## config.mk

```make
export PLATFORM = sky130hd
export DESIGN_NAME = button_frontend
export DESIGN_NICKNAME = d
export VERILOG_FILES = /design/src/rtl/button_frontend.sv
export SDC_FILE = /design/constraint.sdc
export NUM_CORES = 1
export LEC_CHECK = 0
export CORE_MARGIN = 2
export CORE_UTILIZATION = 55
export DETAILED_ROUTE_END_ITERATION = 8
export MAX_ROUTING_LAYER = met4
export PLACE_DENSITY = 0.87
export SYNTH_ARGS = -nofsm -noshare
export SYNTH_HDL_FRONTEND = slang
export SYNTH_SLANG_ARGS = --single-unit
```

## constraint.sdc

```tcl
create_clock -name clk -period 2.1 [get_ports clk]
set_clock_uncertainty 0.2 [all_clocks]
set_input_delay 0.21 -clock clk [delete_from_list [all_inputs] [get_ports clk]]
set_output_delay 0.21 -clock clk [all_outputs]
set_load 0.05 [all_outputs]
```

## src/rtl/button_frontend.sv

```systemverilog
// Push-button conditioner: 2-flop synchronizer, per-channel debounce, press strobe and
// optional typematic auto-repeat (enabled by defining BTN_AUTOREPEAT_EN).
module button_frontend #(
  parameter int              NBTN                = 5,
  parameter int              DEBOUNCE_CYCLES     = 1_000_000,
  parameter int              REPEAT_DELAY_CYCLES = 50_000_000,
  parameter int              REPEAT_RATE_CYCLES  = 10_000_000,
  parameter logic [NBTN-1:0] REPEAT_MASK         = 5'b11110
) (
  input  logic            clk,
  input  logic            reset,
  input  logic [NBTN-1:0] btn_raw,
  output logic [NBTN-1:0] btn_level,
  output logic [NBTN-1:0] btn_pulse
);

  localparam int              DB_W    = $clog2(DEBOUNCE_CYCLES + 1);
  localparam logic [DB_W-1:0] DB_LAST = DB_W'(DEBOUNCE_CYCLES - 1);

  logic [NBTN-1:0] sync1_q, sync2_q;
  logic [NBTN-1:0] level_q, level_d;
  logic [NBTN-1:0] pulse_q, pulse_d;
  logic [NBTN-1:0] rise;
  logic [DB_W-1:0] db_cnt_q [NBTN];
  logic [DB_W-1:0] db_cnt_d [NBTN];

  // NOTE: every always_comb output gets a default before any branch, so no path can infer a latch.
  always_comb begin
    for (int i = 0; i < NBTN; i++) begin
      db_cnt_d[i] = '0;
      level_d[i]  = level_q[i];
      if (sync2_q[i] != level_q[i]) begin
        if (db_cnt_q[i] == DB_LAST) level_d[i] = sync2_q[i];
        else                        db_cnt_d[i] = db_cnt_q[i] + DB_W'(1);
      end
    end
  end

  // Decisions use the next level so the strobe lands in the first cycle the level is high.
  assign rise = level_d & ~level_q;

`ifdef BTN_AUTOREPEAT_EN
  localparam int TMR_MAX = (REPEAT_DELAY_CYCLES > REPEAT_RATE_CYCLES) ?
                           REPEAT_DELAY_CYCLES : REPEAT_RATE_CYCLES;
  localparam int               TMR_W      = $clog2(TMR_MAX + 1);
  localparam logic [TMR_W-1:0] DELAY_LOAD = TMR_W'(REPEAT_DELAY_CYCLES - 1);
  localparam logic [TMR_W-1:0] RATE_LOAD  = TMR_W'(REPEAT_RATE_CYCLES - 1);

  localparam logic [1:0] ST_IDLE   = 2'd0;
  localparam logic [1:0] ST_HELD   = 2'd1;
  localparam logic [1:0] ST_DELAY  = 2'd2;
  localparam logic [1:0] ST_REPEAT = 2'd3;

  logic [1:0]       state_q [NBTN];
  logic [1:0]       state_d [NBTN];
  logic [TMR_W-1:0] tmr_q   [NBTN];
  logic [TMR_W-1:0] tmr_d   [NBTN];

  always_comb begin
    for (int i = 0; i < NBTN; i++) begin
      state_d[i] = state_q[i];
      tmr_d[i]   = tmr_q[i];
      pulse_d[i] = 1'b0;
      if (!level_d[i]) begin
        state_d[i] = ST_IDLE;
        tmr_d[i]   = '0;
      end else begin
        case (state_q[i])
          ST_IDLE: begin
            if (rise[i]) begin
              pulse_d[i] = 1'b1;
              if (REPEAT_MASK[i]) begin
                state_d[i] = ST_DELAY;
                tmr_d[i]   = DELAY_LOAD;
              end else begin
                state_d[i] = ST_HELD;
              end
            end
          end
          ST_HELD: state_d[i] = ST_HELD;
          ST_DELAY, ST_REPEAT: begin
            if (tmr_q[i] == '0) begin
              pulse_d[i] = 1'b1;
              tmr_d[i]   = RATE_LOAD;
              state_d[i] = ST_REPEAT;
            end else begin
              tmr_d[i] = tmr_q[i] - TMR_W'(1);
            end
          end
          default: state_d[i] = ST_IDLE;
        endcase
      end
    end
  end

  always_ff @(posedge clk) begin
    if (reset) begin
      for (int i = 0; i < NBTN; i++) begin
        state_q[i] <= ST_IDLE;
        tmr_q[i]   <= '0;
      end
    end else begin
      for (int i = 0; i < NBTN; i++) begin
        state_q[i] <= state_d[i];
        tmr_q[i]   <= tmr_d[i];
      end
    end
  end
`else
  logic unused_repeat_cfg;
  assign unused_repeat_cfg = ^{REPEAT_MASK, REPEAT_DELAY_CYCLES, REPEAT_RATE_CYCLES};
  assign pulse_d = rise;
`endif

  // NOTE: state registers use non-blocking assignments so every flop samples pre-edge values.
  // NOTE: the counter arrays are plain flops, not RAM, so they are cleared element by element in reset.
  always_ff @(posedge clk) begin
    if (reset) begin
      sync1_q <= '0;
      sync2_q <= '0;
      level_q <= '0;
      pulse_q <= '0;
      for (int i = 0; i < NBTN; i++) db_cnt_q[i] <= '0;
    end else begin
      sync1_q <= btn_raw;
      sync2_q <= sync1_q;
      level_q <= level_d;
      pulse_q <= pulse_d;
      for (int i = 0; i < NBTN; i++) db_cnt_q[i] <= db_cnt_d[i];
    end
  end

  assign btn_level = level_q;
  assign btn_pulse = pulse_q;

endmodule

```

==> metrics.csv, run 1 <==
stage;metric;value;unit
cells_and_area;nets@finish;678;
cts;CTS Root Buffer Type;clkbuf_8;
worst_hold_path;HP Class;primary input to register;
cts;H-tree Lvls;4;
placement;Placed Cells;754;
cells_and_area;# diodes;0;
floorplan;Die W;101;um
synth;cell area after synthesis;0.00521;mm2
power;Final Power;4940;uW
cts;clk_lat worst skew;0.51;ns
global_routing;GRT Resource Usage Total;25.2;%
setup_path;R2R depth;5;
drt;Routed WL;12300;um
cells_and_area;fin cells;787;
cts;clk slew on worst S/H paths;0.06;ns
drt;DRC;0;
synth;fraction of registers with async set/reset;0;%
timing;setup violators final;37;
drt;WL/cell;15.6;um
global_routing;first-pass GRT wire length;20100;um
synth;net count after synthesis;599;
synth;cell accounting for the most synthesized area;dfxtp_1;
synth;yosys warns;0;
setup_path;crit end category;register;
cells_and_area;post-layout util;71.3;%
floorplan;Initial Utilization;56.7;%
setup_path;WP data required;2.28;ns
cts;clock sinks;120;
global_routing;largest net degree at the start of global routing;21;
timing;Final Slew Violations;0;
timing;Max Fclk;457;MHz
timing;Hold Fails Final Rpt;0;
setup_path;Setup CP Type;register to register;
status;status;finished with violations;
status;failing checks;negative setup slack;
synth;Avg Inst Size Synth;8.88;um2
floorplan;Core ar.;0.00920;mm2
synth;number of synthesized flops with an enable pin;0;
placement;Port-buffer cells;16;
cells_and_area;commonest non-fill, non-tap cell in the layout;dfxtp_1;
floorplan;IO Pins;17;
synth;Seq/Total Area, Yosys;46.1;%
timing;unrepaired setup endpoints after global routing;yes;
cells_and_area;Area Growth Syn to Fin;25.9;%
synth;number of cells produced by synthesis;587;
drt;DR iter-0 viols;251;
timing;final period utilization;104;%
synth;Synth Flop Type;dfxtp_1;
synth;Synth area leaders;dfxtp_1 (46%), xnor2_1 (7.2%), nor2_1 (6.3%);
floorplan;placement row count;35;
global_routing;Remaining Overflow, GRT;0;
cells_and_area;# fillers;601;
placement;RD Place Congestion;0.843;
cells_and_area;layout cells sized above 1;21.6;%
drt;Final ANT Viol Nets;0;
global_routing;initial antenna violation count;0;
cells_and_area;commonest non-fill, non-tap cells in the layout;dfxtp_1 (106), nor2_1 (69), buf_4 (52);
setup_path;WP data arrival;2.37;ns
global_routing;vias in the first global route;4581;
placement;Post-DP HPWL;7650;um
flow_run;Max-Cap Viols;0;
worst_hold_path;Cells on Worst Hold Path;2;
timing;min Tclk post-route;2.19;ns
cts;TritonCTS clock tree;done;
setup_path;worst-path fanout max;5;
cts;cts bufs inserted;17;
power;maximum vdd ir drop;0.610;mV
power;PwrDens;753;mW/mm2
synth;top cell type's share of synthesized area;46.1;%
timing;Slew headroom;66.9;%
cts;Clock Tree Buf Depth;2;
synth;FF+latch count, synth;120;
setup_path;type of origin of the critical path;register;
floorplan;die area;0.0103;mm2
drt;vias per cell;5.93;
drt;DRT Pass-1 Iters;5;
synth;synth unique cells;36;
timing;hold slack;0.0560;ns
floorplan;Die Ht;101;um
drt;via count;4668;
power;Leakage;0.00210;uW
timing;fin worst setup slack;-0.0859;ns
timing;worst-margin pin slew;0.495;ns
-- cells in the mapped netlist, types with 5 or more instances --
| master | number |
|---|---|
| and4_1 | 5 |
| xnor2_1 | 43 |
| clkbuf_1 | 11 |
| xor2_1 | 23 |
| nand4_1 | 25 |
| or4_1 | 18 |
| dfxtp_1 | 120 |
| and3_1 | 13 |
| inv_1 | 19 |
| nand2_1 | 20 |
| nor2_1 | 87 |
| ha_1 | 5 |
| nor3_1 | 11 |
| nand3_1 | 43 |
| o31ai_1 | 13 |
| a21oi_1 | 34 |
| nor4b_1 | 7 |
| o21ai_0 | 21 |
| or3_1 | 20 |
| nor4_1 | 11 |
| nor2b_1 | 10 |
-- layout make-up --
| type | count | area, um2 | area share [%] |
|---|---|---|---|
| clock inverters | 4 | 45.0 | 0.686 |
| well taps | 111 | 139 | 2.12 |
| flip-flops and latches | 120 | 2420 | 36.9 |
| repair buffers | 76 | 643 | 9.80 |
| multi-input cells | 432 | 2770 | 42.2 |
| inverters | 19 | 71.3 | 1.09 |
| clock buffers | 25 | 474 | 7.23 |
-- path summary, 6_finish.rpt --
kind	end	startpoint	slack (ns)
worst max-delay path	db_cnt_q[0][36]$_SDFF_PP0_	db_cnt_q[0][33]$_SDFF_PP0_	-0.09
worst min register to register	db_cnt_q[0][80]$_SDFF_PP0_	db_cnt_q[0][80]$_SDFF_PP0_	0.24
worst max register to register	db_cnt_q[0][36]$_SDFF_PP0_	db_cnt_q[0][33]$_SDFF_PP0_	-0.09
worst min-delay path	sync1_q[3]$_SDFF_PP0_	btn_raw[3]	0.06
-- repair_timing --
item                       CTS  global route
cloned                       3             0
pin swaps                    5             8
setup buffers                1             0
resized for setup           31            27
setup endpoints to repair   46            64
hold buffers                 0             0
-- kinds of logic after synthesis --
group	Yosys count	synth area share, %
flip-flops	120	46.1
adder cells (fa/ha/maj)	5	1.20
buffers and inverters	35	3.05
XOR/XNOR	66	11.1
AND/OR/NAND/NOR	289	30.3
AO/OA/AOI/OAI	72	8.26
-- power breakdown --
| group | switching (uW) | total (uW) | internal, uW |
|---|---|---|---|
| Clock | 930 | 2560 | 1630 |
| Combinational | 38.4 | 73.6 | 35.3 |
| Sequential | 9.04 | 2300 | 2290 |
| Total | 978 | 4940 | 3960 |
-- layer usage --
metal,part of all wire [%],up-vias,GRT usage (%)
met1,41,2232,28.2
met2,52,137,41.7
met5,0,-,-
met3,4.4,43,6.56
met4,2.6,0,12.5
li1,-,2256,-
-- worst max-delay path, stage by stage (launching register included) --
cell and delay (ns):
dfxtp_2 0.32, or4b_4 0.54, or4_4 0.52, o21ai_4 0.25, buf_6 0.18, a21oi_2 0.04
-- state kept, by name, summed over array words and instances, names as in the netlist --
register	cells
btn_level	5
btn_pulse	5
db_cnt_q	100
sync1_q	5
sync2_q	5
-- per-stage QoR --
step / setup TNS (ns) / setup slack (ns) / cell area, um2
final: -2.04 / -0.0859 / 6560
after CTS: -0.980 / -0.0558 / 6480
after detailed placement: -0.804 / -0.0581 / 5860
after global routing: -3.85 / -0.119 / 6560
after floorplan: -0.849 / -0.0503 / 5220
after global placement: -0.0486 / -0.0130 / 5860
(Power assumes the default switching activity.)
==> run 2: changes to the inputs <==
--- a/config.mk
+++ b/config.mk
@@ -9,7 +9,7 @@
 export CORE_UTILIZATION = 55
 export DETAILED_ROUTE_END_ITERATION = 8
 export MAX_ROUTING_LAYER = met4
-export PLACE_DENSITY = 0.87
+export PLACE_DENSITY = 0.73
 export SYNTH_ARGS = -nofsm -noshare
 export SYNTH_HDL_FRONTEND = slang
 export SYNTH_SLANG_ARGS = --single-unit
==> run 2 against run 1 <==
The run still ends with negative setup slack left. Worst hold slack got worse by 0.0070 ns. Clock power rose by 14%. Core utilization increased by 0.76 points. Via count down 4.5%. First-iteration DRC count decreased by 36%. Setup slack better by 0.057 ns. Wire length down 9.0%. Sequential power about the same. Critical path type unchanged. Critical endpoint is now db_cnt_q[0][54]$_SDFF_PP0_.
==> metrics.csv, run 2 (synthesis gave the netlist of run 1 again) <==
stage;metric;value;unit;change
cts;clk slew on worst S/H paths;0.06;ns;about the same
floorplan;Initial Utilization;56.7;%;unchanged
setup_path;worst-path fanout max;8;;+3
global_routing;vias in the first global route;4346;;-5.1%
setup_path;WP data required;2.30;ns;+0.02 ns
power;Clock Power Share;55.1;%;+3.2 points
status;status;finished with violations;;
setup_path;Setup CP Type;register to register;;
cts;TritonCTS clock tree;done;;
floorplan;die area;0.0103;mm2;unchanged
cells_and_area;commonest non-fill, non-tap cell in the layout;dfxtp_1;;
cells_and_area;Area Growth Syn to Fin;27.3;%;
worst_hold_path;Cells on Worst Hold Path;2;;unchanged
timing;setup violators final;18;;-51%
drt;Routed WL;11200;um;-9.0%
drt;DR iter-0 viols;161;;-36%
power;PwrDens;796;mW/mm2;+5.8%
timing;worst-margin pin slew;0.494;ns;-0.000977 ns
cells_and_area;# diodes;0;;unchanged
drt;DRC;0;;unchanged
cts;H-tree Lvls;4;;unchanged
global_routing;largest net degree at the start of global routing;27;;+29%
setup_path;type of origin of the critical path;register;;
cells_and_area;commonest non-fill, non-tap cells in the layout;dfxtp_1 (105), nor2_1 (84), buf_4 (54);;
timing;unrepaired setup endpoints after global routing;yes;;
cells_and_area;nets@finish;680;;+0.29%
cells_and_area;max reg flops;100;;unchanged
worst_hold_path;HP Class;primary input to register;;
cts;cts bufs inserted;17;;unchanged
cts;Clock Tree Buf Depth;2;;unchanged
power;Final Power;5280;uW;+6.9%
floorplan;Die W;101;um;unchanged
setup_path;crit end category;register;;
placement;RD Place Congestion;0.850;;+0.77%
timing;Final Slew Violations;0;;unchanged
timing;final period utilization;101;%;-2.7 points
drt;Final ANT Viol Nets;0;;unchanged
cts;CTS Root Buffer Type;clkbuf_8;;
drt;WL/cell;14.1;um;-9.6%
drt;DRT Pass-1 Iters;5;;unchanged
cts;clock sinks;120;;unchanged
timing;Max Fclk;470;MHz;+2.7%
setup_path;WP data arrival;2.33;ns;-0.04 ns
floorplan;IO Pins;17;;unchanged
cts;clk_lat worst skew;0.52;ns;about the same
timing;Hold Fails Final Rpt;0;;unchanged
drt;via count;4458;;-4.5%
placement;Port-buffer cells;16;;unchanged
power;Leakage;0.00214;uW;+2.1%
cells_and_area;Reg with most FFs;db_cnt_q;;
power;maximum vdd ir drop;0.601;mV;-1.5%
global_routing;initial antenna violation count;0;;unchanged
floorplan;Die Ht;101;um;unchanged
flow_run;Max-Cap Viols;0;;unchanged
power;power share of the combinational group;1.4;%;about the same
power;NetSw;1080;uW;+11%
status;failing checks;negative setup slack;;
drt;vias per cell;5.63;;-5.1%
cells_and_area;layout cells sized above 1;20.7;%;-0.89 points
cells_and_area;post-layout util;72.1;%;+0.76 points
floorplan;placement row count;35;;unchanged
power;sequential share of power;43.5;%;-3.1 points
cts;CTS hold repair buffers;0;;unchanged
timing;fin worst setup slack;-0.0284;ns;+0.0575 ns
floorplan;Core ar.;0.00920;mm2;unchanged
power;internal power;4190;uW;+5.9%
cells_and_area;# fillers;701;;+17%
global_routing;Remaining Overflow, GRT;0;;unchanged
global_routing;GRT Resource Usage Total;23.5;%;-1.7 points
placement;Post-DP HPWL;7380;um;-3.6%
setup_path;R2R depth;5;;unchanged
timing;Slew headroom;67.0;%;about the same
power;Sw Share;20.5;%;+0.74 points
global_routing;first-pass GRT wire length;18900;um;-5.7%
timing;min Tclk post-route;2.13;ns;-0.0575 ns
-- run 2: cell types whose count changed in the layout (fill, tap and decap cells not counted), sizes merged --
cell | previous run | this run
clkinvlp | 0 | 5
bufinv | 1 | 3
clkbuf | 25 | 21
buf | 60 | 62
inv | 19 | 20
clkinv | 3 | 2
-- run 2: final cells by class --
| class | instances | area, um2 | area share [%] |
|---|---|---|---|
| Multi-Input combinational cell | 432 | 2730 | 41.2 |
| Sequential cell | 120 | 2420 | 36.5 |
| Timing Repair Buffer | 78 | 676 | 10.2 |
| Clock buffer | 21 | 449 | 6.77 |
| Clock inverter | 11 | 146 | 2.21 |
| Tap cell | 111 | 139 | 2.09 |
| Inverter | 19 | 71.3 | 1.08 |
-- run 2: timing repair --
item | in CTS | in global routing
endpoints found under the hold margin | 0 | 0
gates resized for setup | 18 | 23
setup endpoints to repair | 51 | 62
setup buffers | 1 | 0
cloned | 0 | 1
pin swaps | 5 | 2
-- run 2: final timing paths --
kind	slack (ns)	end	startpoint
worst max-delay path	-0.03	db_cnt_q[0][54]$_SDFF_PP0_	db_cnt_q[0][52]$_SDFF_PP0_
worst min-delay path	0.05	sync1_q[3]$_SDFF_PP0_	btn_raw[3]
worst max register to register	-0.03	db_cnt_q[0][54]$_SDFF_PP0_	db_cnt_q[0][52]$_SDFF_PP0_
worst min register to register	0.25	sync2_q[2]$_SDFF_PP0_	sync1_q[2]$_SDFF_PP0_
-- run 2: worst max-delay path, cell delays in order, from the launching register on --
cell and delay, ns:
dfxtp_2 0.32, or4b_4 0.53, or4_4 0.56, o21ai_4 0.18, buf_6 0.18, a21oi_2 0.04
-- run 2: through the flow --
step	area [um2]	std cells	hold slack (ns)	setup TNS (ns)	setup slack [ns]
2_1_floorplan	5220	587	0.138	-0.849	-0.0503
3_3_place_gp	5920	758	0.217	-0.164	-0.0258
3_5_place_dp	5920	758	0.240	-0.785	-0.0795
4_1_cts	6560	791	0.0395	-0.235	-0.0351
5_1_grt	6630	792	0.0387	-2.49	-0.0801
6_report	6630	792	0.0490	-0.280	-0.0284
-- run 2: layer usage --
metal  share of wire, %  global-route usage (%)  vias to the layer above
li1                   -                       -                     2254
met1                 45                    28.1                     2129
met2                 50                    38.2                       63
met3                3.2                    6.69                       12
met4                1.0                    8.11                        0
met5                  0                       -                        -
-- run 2: power groups by stage --
stage	sequential (uW)	clock, uW	combinational [uW]
2_1_floorplan	2340	0	36.9
3_3_place_gp	2350	0	65.4
3_5_place_dp	2350	0	67.9
4_1_cts	2300	2940	70.3
5_1_grt	2300	3060	79.2
6_report	2300	2910	72.2
==> run 3: changes to the inputs <==
--- a/config.mk
+++ b/config.mk
@@ -5,11 +5,14 @@
 export SDC_FILE = /design/constraint.sdc
 export NUM_CORES = 1
 export LEC_CHECK = 0
+export CAP_MARGIN = 20
+export CELL_PAD_IN_SITES_DETAIL_PLACEMENT = 1
+export CELL_PAD_IN_SITES_GLOBAL_PLACEMENT = 2
 export CORE_MARGIN = 2
-export CORE_UTILIZATION = 55
+export CORE_UTILIZATION = 34
 export DETAILED_ROUTE_END_ITERATION = 8
 export MAX_ROUTING_LAYER = met4
-export PLACE_DENSITY = 0.73
+export PLACE_DENSITY = 0.71
 export SYNTH_ARGS = -nofsm -noshare
 export SYNTH_HDL_FRONTEND = slang
 export SYNTH_SLANG_ARGS = --single-unit
==> run 3 against run 2 <==
Core utilization is 26 points lower. Non-clock buffer count increased by 10. The run still ends with negative setup slack left. Sequential power about the same. Power increased by 6.8%. Setup slack got worse by 0.025 ns. Worst hold slack gained 0.11 ns. Sequential share of layout area shrank 1.5 points. Maximum frequency down 1.1%. Clock-buffer cell count stayed put. First-iteration DRC count shrank 25%. Cell count is 11% higher. Flip-flop and latch count unchanged.
==> metrics.csv, run 3 (synthesis gave the netlist of run 1 again) <==
stage;metric;value;unit;change
status;status;finished with violations;;
status;failing checks;negative setup slack;;
cells_and_area;commonest non-fill, non-tap cell in the layout;dfxtp_1;;
placement;Setup Slack @ Placement;-0.0845;ns;-0.00504 ns
cts;cts bufs inserted;17;;unchanged
power;maximum vdd ir drop;0.553;mV;-7.9%
global_routing;largest net degree at the start of global routing;27;;unchanged
floorplan;Core ar.;0.0151;mm2;+64%
floorplan;Die W;128;um;+26%
drt;via count;4484;;+0.58%
cts;CTS hold repair buffers;0;;unchanged
timing;unrepaired setup endpoints after global routing;yes;;
global_routing;GRT Resource Usage Total;17.0;%;-6.5 points
floorplan;IO Pins;17;;unchanged
timing;Hold Fails Final Rpt;0;;unchanged
cells_and_area;Area Growth Syn to Fin;32.6;%;
power;Final Power;5640;uW;+6.8%
setup_path;Setup CP Type;register to register;;
placement;Port-buffer cells;16;;unchanged
timing;setup TNS;-1.29;ns;-1.01 ns
cells_and_area;post-route cell area;0.00691;mm2;+4.2%
cells_and_area;layout cells sized above 1;23.4;%;+2.7 points
worst_hold_path;HP Class;primary input to register;;
setup_path;WP data required;2.20;ns;-0.10 ns
global_routing;first-pass GRT wire length;21600;um;+14%
timing;fin worst setup slack;-0.0529;ns;-0.0245 ns
timing;Max Fclk;464;MHz;-1.1%
drt;DRC;0;;unchanged
cts;CTS Root Buffer Type;clkbuf_16;;
placement;Post-DP HPWL;9010;um;+22%
setup_path;WP data arrival;2.26;ns;-0.07 ns
floorplan;die area;0.0163;mm2;+59%
timing;hold slack;0.155;ns;+0.106 ns
drt;DR iter-0 viols;120;;-25%
timing;setup violators final;54;;+36
power;PwrDens;816;mW/mm2;+2.5%
setup_path;R2R depth;5;;unchanged
timing;min Tclk post-route;2.15;ns;+0.0245 ns
drt;WL/cell;14.5;um;+2.6%
drt;Final ANT Viol Nets;0;;unchanged
placement;DP Area;0.00609;mm2;+2.9%
power;Leakage;0.00225;uW;+4.8%
cts;clock sinks;120;;unchanged
cells_and_area;commonest non-fill, non-tap cells in the layout;dfxtp_1 (105), nor2_1 (68), buf_4 (63);;
cts;clk_lat worst skew;0.42;ns;-0.10 ns
global_routing;Remaining Overflow, GRT;0;;unchanged
cells_and_area;Reg with most FFs;db_cnt_q;;
drt;Routed WL;12700;um;+14%
setup_path;worst-path fanout max;7;;-1
cells_and_area;nets@finish;690;;+1.5%
cts;clk slew on worst S/H paths;0.06;ns;about the same
floorplan;Initial Utilization;34.5;%;-22 points
placement;RD Place Congestion;0.779;;-8.3%
floorplan;placement row count;45;;+29%
timing;final period utilization;103;%;+1.2 points
global_routing;initial antenna violation count;0;;unchanged
cells_and_area;max reg flops;100;;unchanged
cells_and_area;# diodes;0;;unchanged
cts;TritonCTS clock tree;done;;
cts;Clock Tree Buf Depth;2;;unchanged
global_routing;vias in the first global route;4626;;+6.4%
drt;vias per cell;5.11;;-9.2%
flow_run;Max-Cap Viols;0;;unchanged
cts;H-tree Lvls;4;;unchanged
setup_path;crit end category;register;;
timing;Final Slew Violations;0;;unchanged
timing;Slew headroom;66.4;%;-0.58 points
floorplan;Die Ht;128;um;+26%
drt;DRT Pass-1 Iters;4;;-1
setup_path;type of origin of the critical path;register;;
worst_hold_path;Cells on Worst Hold Path;2;;unchanged
timing;worst-margin pin slew;0.503;ns;+0.00943 ns
-- run 3: path summary, 6_finish.rpt --
| kind | start | to | slack, ns |
|---|---|---|---|
| worst min register to register | sync1_q[1]$_SDFF_PP0_ | sync2_q[1]$_SDFF_PP0_ | 0.24 |
| worst max register to register | db_cnt_q[0][27]$_SDFF_PP0_ | db_cnt_q[0][34]$_SDFF_PP0_ | -0.05 |
| worst min-delay path | btn_raw[1] | sync1_q[1]$_SDFF_PP0_ | 0.16 |
| worst max-delay path | db_cnt_q[0][27]$_SDFF_PP0_ | db_cnt_q[0][34]$_SDFF_PP0_ | -0.05 |
-- run 3: per-stage QoR --
step                std cells  util, %
finish                    877     45.8
global route              877     45.8
CTS                       877     44.9
detailed placement        845     40.4
global placement          845     40.4
floorplan                 587        -
-- run 3: metal layers --
metal / GRT usage (%) / share of wire [%] / up-vias
li1: - / - / 2260
met1: 20.3 / 48 / 2184
met2: 27.5 / 49 / 28
met3: 4.80 / 2.3 / 12
met4: 6.21 / 1.4 / 0
met5: - / 0 / -
-- run 3: report_power, final --
part | switching, uW | internal, uW
Combinational | 39.4 | 37.4
Sequential | 7.65 | 2290
Clock | 1020 | 2240
Total | 1070 | 4570
-- run 3: worst max-delay path, cell delays in order, from the launching register on --
cell     delay (ns)
dfxtp_2        0.32
or4b_4         0.53
or4_4          0.53
o21ai_4        0.23
buf_8          0.17
nor2_2         0.05
-- run 3: layout make-up --
cell class / count / area [um2]
fillers: 1747 / 8180
multi-input cells: 432 / 2770
flip-flops and latches: 120 / 2420
repair buffers: 88 / 768
clock buffers: 21 / 450
well taps: 188 / 235
clock inverters: 9 / 198
inverters: 19 / 71.3
-- run 3: what timing repair did --
item                       4_1_cts  5_1_grt
resized for setup               12       45
cloned                           1        0
setup endpoints to repair       58       83
buffers inserted                 1        0
pin swaps                        6        6
